**src/rtl/dlf_kcounter_if.sv**
```systemverilog
// Control/status bundle between the DPLL phase detector / K control and the
// K-counter loop filter.
//   enable  : count strobe
//   dirSig  : 0 = count up (lead), 1 = count down (lag)
//   kMode   : requested K, sampled while kLoad=1
//   kLoad   : load kMode into the K register
//   carry   : one-cycle pulse on up-wrap
//   borrow  : one-cycle pulse on down-wrap
//   kTop    : current terminal count 2^(k+1)-1
//   count   : counter value (debug)
//   lock    : loop locked
// Modports: master drives the controls and observes status; slave is the filter.
interface dlf_kcounter_if #(
  parameter int CNT_W  = 20,
  parameter int MODE_W = 5
);
  logic              enable;
  logic              dirSig;
  logic [MODE_W-1:0] kMode;
  logic              kLoad;
  logic              carry;
  logic              borrow;
  logic [CNT_W-1:0]  kTop;
  logic [CNT_W-1:0]  count;
  logic              lock;

  modport master (
    output enable, dirSig, kMode, kLoad,
    input  carry, borrow, kTop, count, lock
  );

  modport slave (
    input  enable, dirSig, kMode, kLoad,
    output carry, borrow, kTop, count, lock
  );
endinterface

```
**src/rtl/dlf_kcounter.sv**
```systemverilog
// Parametrised K-counter digital loop filter for the DPLL.
// Integrates the phase-detector direction in an up/down counter of modulus
// 2^(k+1) and emits registered one-cycle carry (advance) / borrow (retard)
// pulses. K is runtime-loadable and clamped to [K_MIN, K_MAX].
// Ports:
//   clk   : rising-edge clock
//   reset : asynchronous, active-high reset
//   bus   : dlf_kcounter_if.slave (enable, dirSig, kMode, kLoad in;
//           carry, borrow, kTop, count, lock out)
// Optional feature: define LOCK_DET_EN to build the lock detector
// (lock asserts after LOCK_CNT enabled cycles without a wrap); otherwise
// lock is tied to 0.
module dlf_kcounter #(
  parameter int CNT_W    = 20,
  parameter int MODE_W   = 5,
  parameter int K_MIN    = 2,
  parameter int K_MAX    = 19,
  parameter int K_INIT   = 2,
  parameter int RST_MID  = 0,
  parameter int LOCK_CNT = 1024
) (
  input  logic           clk,
  input  logic           reset,
  dlf_kcounter_if.slave  bus
);

  if (K_MAX > CNT_W - 1) begin : g_kmax_chk
    $error("dlf_kcounter: K_MAX must not exceed CNT_W-1");
  end
  if (K_MIN > K_MAX || K_INIT < K_MIN || K_INIT > K_MAX) begin : g_kinit_chk
    $error("dlf_kcounter: K_MIN <= K_INIT <= K_MAX required");
  end
  if (LOCK_CNT < 1) begin : g_lock_chk
    $error("dlf_kcounter: LOCK_CNT must be at least 1");
  end

  function automatic logic [CNT_W-1:0] top_of(input logic [MODE_W-1:0] kv);
    logic [CNT_W-1:0] ones;
    int unsigned      sh;
    ones = '1;
    sh   = int'(CNT_W - 1) - int'(kv);
    return ones >> sh;
  endfunction

  function automatic logic [CNT_W-1:0] rst_val_of(input logic [MODE_W-1:0] kv);
    return (RST_MID != 0) ? (top_of(kv) >> 1) : '0;
  endfunction

  logic [MODE_W-1:0] k_q, k_d, k_clamp;
  logic [CNT_W-1:0]  cnt_q, cnt_d, top;
  logic              carry_q, carry_d, borrow_q, borrow_d;

  assign top = top_of(k_q);

  always_comb begin
    if (int'(bus.kMode) < K_MIN)      k_clamp = MODE_W'(K_MIN);
    else if (int'(bus.kMode) > K_MAX) k_clamp = MODE_W'(K_MAX);
    else                              k_clamp = bus.kMode;
  end

  // kLoad wins over enable and suppresses any wrap pulse on that edge.
  always_comb begin
    k_d      = k_q;
    cnt_d    = cnt_q;
    carry_d  = 1'b0;
    borrow_d = 1'b0;
    if (bus.kLoad) begin
      k_d   = k_clamp;
      cnt_d = rst_val_of(k_clamp);
    end else if (bus.enable) begin
      if (!bus.dirSig) begin
        if (cnt_q == top) begin
          cnt_d   = '0;
          carry_d = 1'b1;
        end else begin
          cnt_d = cnt_q + 1'b1;
        end
      end else begin
        if (cnt_q == '0) begin
          cnt_d    = top;
          borrow_d = 1'b1;
        end else begin
          cnt_d = cnt_q - 1'b1;
        end
      end
    end
  end

  always_ff @(posedge clk or posedge reset) begin
    if (reset) begin
      k_q      <= MODE_W'(K_INIT);
      cnt_q    <= rst_val_of(MODE_W'(K_INIT));
      carry_q  <= 1'b0;
      borrow_q <= 1'b0;
    end else begin
      k_q      <= k_d;
      cnt_q    <= cnt_d;
      carry_q  <= carry_d;
      borrow_q <= borrow_d;
    end
  end

  assign bus.carry  = carry_q;
  assign bus.borrow = borrow_q;
  assign bus.kTop   = top;
  assign bus.count  = cnt_q;

`ifdef LOCK_DET_EN
  localparam int QW = $clog2(LOCK_CNT + 1);

  logic [QW-1:0] quiet_q;
  logic          lock_q;
  logic          clr;

  assign clr = bus.kLoad | carry_d | borrow_d;

  // Quiet counter saturates at LOCK_CNT; lock follows one cycle later.
  always_ff @(posedge clk or posedge reset) begin
    if (reset) begin
      quiet_q <= '0;
      lock_q  <= 1'b0;
    end else if (clr) begin
      quiet_q <= '0;
      lock_q  <= 1'b0;
    end else begin
      if (bus.enable && quiet_q != QW'(LOCK_CNT))
        quiet_q <= quiet_q + 1'b1;
      if (quiet_q == QW'(LOCK_CNT))
        lock_q <= 1'b1;
    end
  end

  assign bus.lock = lock_q;
`else
  assign bus.lock = 1'b0;
`endif

endmodule

```
**src/flat_wrapper.sv**
```systemverilog
// flat-port wrapper written by rule: the top's interface ports become plain ports
module dlf_kcounter_flat 
#(
  parameter int CNT_W    = 20,
  parameter int MODE_W   = 5,
  parameter int K_MIN    = 2,
  parameter int K_MAX    = 19,
  parameter int K_INIT   = 2,
  parameter int RST_MID  = 0,
  parameter int LOCK_CNT = 1024
)
  (clk, reset, bus_enable, bus_dirSig, bus_kMode, bus_kLoad, bus_carry, bus_borrow, bus_kTop, bus_count, bus_lock);
  dlf_kcounter_if #(.CNT_W(CNT_W), .MODE_W(MODE_W)) bus_i ();
  input  logic clk;
  input  logic reset;
  input wire logic [$bits(bus_i.enable)-1:0] bus_enable;
  input wire logic [$bits(bus_i.dirSig)-1:0] bus_dirSig;
  input wire logic [$bits(bus_i.kMode)-1:0] bus_kMode;
  input wire logic [$bits(bus_i.kLoad)-1:0] bus_kLoad;
  output wire logic [$bits(bus_i.carry)-1:0] bus_carry;
  output wire logic [$bits(bus_i.borrow)-1:0] bus_borrow;
  output wire logic [$bits(bus_i.kTop)-1:0] bus_kTop;
  output wire logic [$bits(bus_i.count)-1:0] bus_count;
  output wire logic [$bits(bus_i.lock)-1:0] bus_lock;
  assign bus_i.enable = bus_enable;
  assign bus_i.dirSig = bus_dirSig;
  assign bus_i.kMode = bus_kMode;
  assign bus_i.kLoad = bus_kLoad;
  assign bus_carry = bus_i.carry;
  assign bus_borrow = bus_i.borrow;
  assign bus_kTop = bus_i.kTop;
  assign bus_count = bus_i.count;
  assign bus_lock = bus_i.lock;
  dlf_kcounter #(.CNT_W(CNT_W), .MODE_W(MODE_W), .K_MIN(K_MIN), .K_MAX(K_MAX), .K_INIT(K_INIT), .RST_MID(RST_MID), .LOCK_CNT(LOCK_CNT)) u_core (.clk(clk), .reset(reset), .bus(bus_i));
endmodule
```
**config.mk**
```make
export PLATFORM = sky130hd
export DESIGN_NAME = dlf_kcounter_flat
export DESIGN_NICKNAME = d
export VERILOG_FILES = /design/src/rtl/dlf_kcounter_if.sv /design/src/rtl/dlf_kcounter.sv /design/src/flat_wrapper.sv
export SDC_FILE = /design/constraint.sdc
export NUM_CORES = 1
export LEC_CHECK = 0
export BUFFER_PORTS_ARGS = -buffer_cell sky130_fd_sc_hd__buf_2
export CAP_MARGIN = 20
export CORE_MARGIN = 2
export CORE_UTILIZATION = 45
export DETAILED_ROUTE_END_ITERATION = 8
export PLACE_DENSITY = 0.73
export SLEW_MARGIN = 25
export SYNTH_ARGS = -nofsm -noshare
export SYNTH_HDL_FRONTEND = slang
export SYNTH_SLANG_ARGS = --single-unit
```
**constraint.sdc**
```tcl
create_clock -name clk -period 3.8 [get_ports clk]
set_clock_uncertainty 0.2 [all_clocks]
set_input_delay 0.57 -clock clk [delete_from_list [all_inputs] [get_ports clk]]
set_output_delay 0.57 -clock clk [all_outputs]
set_load 0.03 [all_outputs]
```
==> results of run 1 <==
[worst max-delay path by stage]
stage / start / slack, ns / to / depth (start not counted)
after floorplan: u_core.k_q[2] / 0.08 / u_core.bus.count[3] / 12
after global placement: u_core.k_q[3] / 0.43 / u_core.bus.count[14] / 11
after detailed placement: u_core.k_q[3] / 0.39 / u_core.bus.count[13] / 11
after CTS: u_core.k_q[3] / 0.35 / u_core.bus.count[13] / 11
after global routing: u_core.k_q[3] / 0.19 / u_core.bus.count[13] / 11
final: u_core.k_q[3] / 0.35 / u_core.bus.count[13] / 11
[kinds of logic after synthesis]
kind of cell | Yosys count
DFF | 27
adders and majority gates | 4
buffers and inverters | 58
muxes | 4
and+or+nand+nor | 164
other | 1
AOI/OAI and AO/OA | 108
xor gates and xnor gates | 37
[power groups by stage]
stage / Clock [mW] / Combinational (mW) / Sequential [mW]
6_report: 0.174 / 1.13 / 0.438
5_1_grt: 0.184 / 1.24 / 0.448
4_1_cts: 0.177 / 1.12 / 0.435
3_5_place_dp: 0 / 1.11 / 0.441
3_3_place_gp: 0 / 1.10 / 0.440
2_1_floorplan: 0 / 0.867 / 0.437
[layout by cell type (no fill, tap or decap), types with 5 or more instances in the layout]
master / Yosys / final
and3_1: 9 / 9
nor3_1: 15 / 15
buf_2: 11 / 51
nand4_1: 7 / 7
and2_1: 5 / 5
o211ai_1: 8 / 8
o21ai_2: 10 / 10
buf_4: 3 / 14
xnor2_1: 18 / 18
a21oi_1: 18 / 18
nor2_1: 33 / 33
nand2b_1: 7 / 7
nand3_1: 14 / 14
nand2_1: 42 / 42
inv_1: 17 / 16
o21ai_0: 28 / 28
dfrtp_1: 26 / 26
or4_1: 5 / 5
xor2_1: 19 / 19
[flip-flops by register name, indices dropped and copies added, names as in the netlist]
signal             cells
u_core.bus.count      20
u_core.bus.borrow      1
u_core.bus.carry       1
u_core.k_q             5
[critical path, stage by stage, from the launching register on]
cell and delay (ns):
dfrtp_1 0.47, inv_1 0.09, ha_1 0.19, buf_4 0.17, or2_2 0.35, a221oi_2 0.48
xnor2_1 0.17, nand3_1 0.11, a2111oi_2 0.42, nand4b_4 0.22, nand2_4 0.28, o21ai_0 0.15
[layout make-up]
type	count	area, um2	area share, %
inverter	18	67.6	2.03
sequential	27	677	20.4
multi-input combinational	318	2080	62.5
clock buffer	4	45.0	1.35
timing repair buffer	65	360	10.8
tap	77	96.3	2.90
[routing by layer]
metal | up-vias | wire (um)
met5 | - | 0
met4 | 0 | 125
met3 | 13 | 684
met2 | 135 | 4210
met1 | 1461 | 3900
li1 | 1492 | -
[metrics by stage]
step,setup WS (ns),hold WS (ns)
floorplan,0.0808,0.401
detailed placement,0.387,0.389
global route,0.192,0.197
global placement,0.430,0.381
finish,0.346,0.137
CTS,0.354,0.157
==> metrics.txt, run 1 <==
first-pass GRT wire length=14.6 mm; sw power=0.919 mW; remaining routing DRC violations=0; IO Count=53; Area Growth Syn to Fin=9.48%; Switching Share=52.8%; Max Clk Rate=290 MHz; Finished Core Util=51.8%; Chip Width=86.1 um; hold-fix buffer count after cts=0; total power=1.74 mW; Syn Area/Cell=7.54 um2; min Tclk post-route=3.45 ns; Clock Latency Late Sink=0.28 ns; Worst Hold Class=primary input to async pin; cell internal pwr=0.820 mW; global route overflow=0; M2 GR Usage=39.4%; r2r startpoint=u_core.k_q[3]; count of different cell masters after synthesis=75; via count=3101; row cnt=29; flop and latch count out of synthesis=27; ANT nets after route=0; clk slew on worst S/H paths=0.10 ns; status=finished clean; reg2reg path depth=11; Resized cells post-CTS=0; Post-Synth Adder-Cell Area=1.65%; largest area contributor in the netlist=dfrtp_1; initial drt markers=350; CTS tree=yes; layout cell share with drive strength beyond 1=23.1%; final setup fails=0; post-synth top area share=21.4%; simple-gate share of the synthesized area=29.1%; post-DP HPWL=6.74 mm; Post-synth ARST share=100%; Placed Cells=505; Die Y=86.1 um; Filler Cells Inserted=626; WL per Instance=17.5 um; final hold vios=0; mux share of post-synthesis cell area=1.36%; critical path type=register to register; crit share post-route=90.9%; clock sink count=27; M3 GR Usage=4.14%; Flop pwr share=25.2%; Vias/cell=6.09; WP data arrival=3.41 ns; Post-synth EDFFs=0; Seq/Total Area, Yosys=22.3%; CTS root buf=clkbuf_8; RSZ-0062 raised after global routing=no; crit end category=register; final std cells w/o fill=509; max-cap violations=0; port bufs=51; Total Wirelength=8.91 mm; Compound-Gate Fraction of Synth Area=25.5%; Initial Util=47.3%; pwr/cell area=523 nW/um2; vias in the first global route=2744; Final Slew Violations=0; R2R Setup Slk=0.35 ns; Global Route met1 Usage=34.7%; top-count cell post-synth=nand2_1; CTS buffer count=3; Post-synth top cells=nand2_1 (42), nor2_1 (33), o21ai_0 (28), dfrtp_1 (26), clkbuf_1 (20); busiest grt layer=met2; XOR/XNOR Fraction of Synth Area=10.7%; post-synthesis net count=417; ANT cells=0; die area=7420 um2; cells after synthesis=403; CP required=3.76 ns; total track usage=24.8%; Synth area leaders=dfrtp_1 (21%), xor2_1 (5.5%), nand2_1 (5.2%); Core Footprint=6420 um2; Synth Flop Type=dfrtp_1; CTS H-Tree Depth=1; placed cell area=3280 um2; Setup TNS=0 ns; clk buf depth=2; gp weighted congestion=1.04; Synth Cell Area=3040 um2; post-CTS setup buffers=0; Startpoint Class=register; Final Instance Area=3320 um2; Worst VDD drop=0.212 mV; Comb power frac=64.8%; first drt pass iteration count=5; # nets final=447; largest net degree at the start of global routing=38; worst slew pin tran=0.673 ns; largest family of logic cells by synthesized area=simple AND/OR/NAND/NOR gates; Max-slew headroom=55.1%; Lkg Pwr=1.50 nW; initial antenna violation count=0; yosys warns=0; Clk pwr share=10.0%; worst r2r dst=u_core.bus.count[13]; Crit Path Max Fanout=17
(Power assumes the default switching activity.)
==> inputs of run 2 (changes only) <==
CORE_ASPECT_RATIO = 1.2   (was default)
==> metrics.txt, run 2 (synthesis results as in run 1) <==
Largest register FFs=20 (unchanged); first drt pass iteration count=5 (unchanged); hold-fix buffer count after cts=0 (unchanged); die area=7420 um2 (about the same); CTS root buf=clkbuf_8 (unchanged); Startpoint Class=register (unchanged); gp weighted congestion=0.992 (was 1.04); global route overflow=0 (unchanged); ANT cells=0 (unchanged); Area Growth Syn to Fin=9.02% (was 9.48%); Clock Latency Late Sink=0.28 ns (about the same); pwr/cell area=531 nW/um2 (was 523 nW/um2); # nets final=443 (was 447); CTS buffer count=3 (unchanged); IO Count=53 (unchanged); crit share post-route=94.7% (was 90.9%); max-cap violations=0 (unchanged); Final Slew Violations=0 (unchanged); final std cells w/o fill=513 (was 509); remaining routing DRC violations=0 (unchanged); first-pass GRT wire length=15.1 mm (was 14.6 mm); port bufs=51 (unchanged); total track usage=25.3% (was 24.8%); critical path type=register to register (unchanged); Initial Util=46.8% (was 47.3%); clk buf depth=2 (unchanged); Lkg Pwr=1.48 nW (was 1.50 nW); Max-slew headroom=53.1% (was 55.1%); Placed Cells=509 (was 505); CTS tree=yes (unchanged); WP data arrival=3.57 ns (was 3.41 ns); Worst VDD drop=0.222 mV (was 0.212 mV); Resized cells post-CTS=0 (unchanged); via count=3120 (was 3101); Die Y=94.0 um (was 86.1 um); post-DP HPWL=6.74 mm (about the same); row cnt=32 (was 29); clk slew on worst S/H paths=0.11 ns (was 0.10 ns); layout cell share with drive strength beyond 1=23.4% (was 23.1%); commonest cells after routing, fill and taps aside=buf_2 (51), nand2_1 (42), nor2_1 (32) (was buf_2 (51), nand2_1 (42), nor2_1 (33)); final hold vios=0 (unchanged); Chip Width=79.0 um (was 86.1 um); largest net degree at the start of global routing=38 (unchanged); Core Footprint=6490 um2 (was 6420 um2); ANT nets after route=0 (unchanged); Vias/cell=6.08 (was 6.09); worst slew pin tran=0.702 ns (was 0.673 ns); placed cell area=3260 um2 (was 3280 um2); Total Wirelength=9.02 mm (was 8.91 mm); Setup TNS=0 ns (unchanged); CTS H-Tree Depth=1 (unchanged); Final Instance Area=3310 um2 (was 3320 um2); vias in the first global route=2975 (was 2744); final setup fails=0 (unchanged); crit end category=register (unchanged); clock sink count=27 (unchanged); CP required=3.76 ns (about the same); initial antenna violation count=0 (unchanged); RSZ-0062 raised after global routing=no (unchanged); initial drt markers=233 (was 350); Worst Hold Class=primary input to async pin (unchanged); min Tclk post-route=3.60 ns (was 3.45 ns); Max Clk Rate=278 MHz (was 290 MHz); status=finished clean (unchanged); commonest non-fill, non-tap cell in the layout=buf_2 (unchanged); post-CTS setup buffers=0 (unchanged); Crit Path Max Fanout=17 (unchanged); WL per Instance=17.6 um (was 17.5 um)
==> run 2: final timing paths <==
check | startpoint | to | slack (ns) | cells after the start
setup / recovery | u_core.k_q[2] | u_core.bus.count[12] | 0.20 | 10
hold / removal | reset | u_core.bus.count[18] | 0.14 | 2
max in group asynchronous | reset | u_core.k_q[2] | 2.87 | 2
min in group clk | bus_kMode[4] | u_core.k_q[3] | 0.33 | 2
setup reg to reg | u_core.k_q[2] | u_core.bus.count[12] | 0.20 | 10
hold reg to reg | u_core.k_q[1] | u_core.k_q[1] | 0.41 | 2
==> run 2: critical path, cell delays in order, from the launching register on <==
cell	delay, ns
dfrtp_1	0.52
inv_1	0.20
ha_2	0.32
and4bb_2	0.46
o21ai_4	0.14
a21oi_1	0.35
xor2_1	0.17
a2111oi_2	0.51
nand4b_4	0.21
nand2_4	0.26
o31ai_1	0.14
==> run 2: power by group <==
part | leakage [nW] | switching [mW] | internal (mW)
clock | 0.0255 | 0.105 | 0.0739
combinational | 1.09 | 0.712 | 0.423
sequential | 0.359 | 0.118 | 0.328
==> run 2: final cells by class <==
type	count	area [um2]
repair buffers	61	330
inverters	18	67.6
multi-input cells	318	2080
well taps	85	106
flip-flops and latches	27	677
fillers	663	3180
clock inverters	1	5.00
clock buffers	3	41.3
==> run 2: stage by stage <==
step	utilization [%]	hold slack, ns	total power [mW]	setup WS, ns
detailed placement	50.3	0.398	1.56	0.108
finish	51.0	0.136	1.76	0.200
global route	51.0	0.188	1.89	0.0576
global placement	50.3	0.384	1.55	0.227
CTS	51.0	0.152	1.75	0.0924
floorplan	-	0.401	1.30	0.0808
==> run 2: metal layers <==
metal | track usage [%] | share of wire (%)
met1 | 33.7 | 42
met2 | 42.4 | 48
met3 | 2.31 | 6.8
met4 | 9.48 | 3.0
met5 | 0 | 0
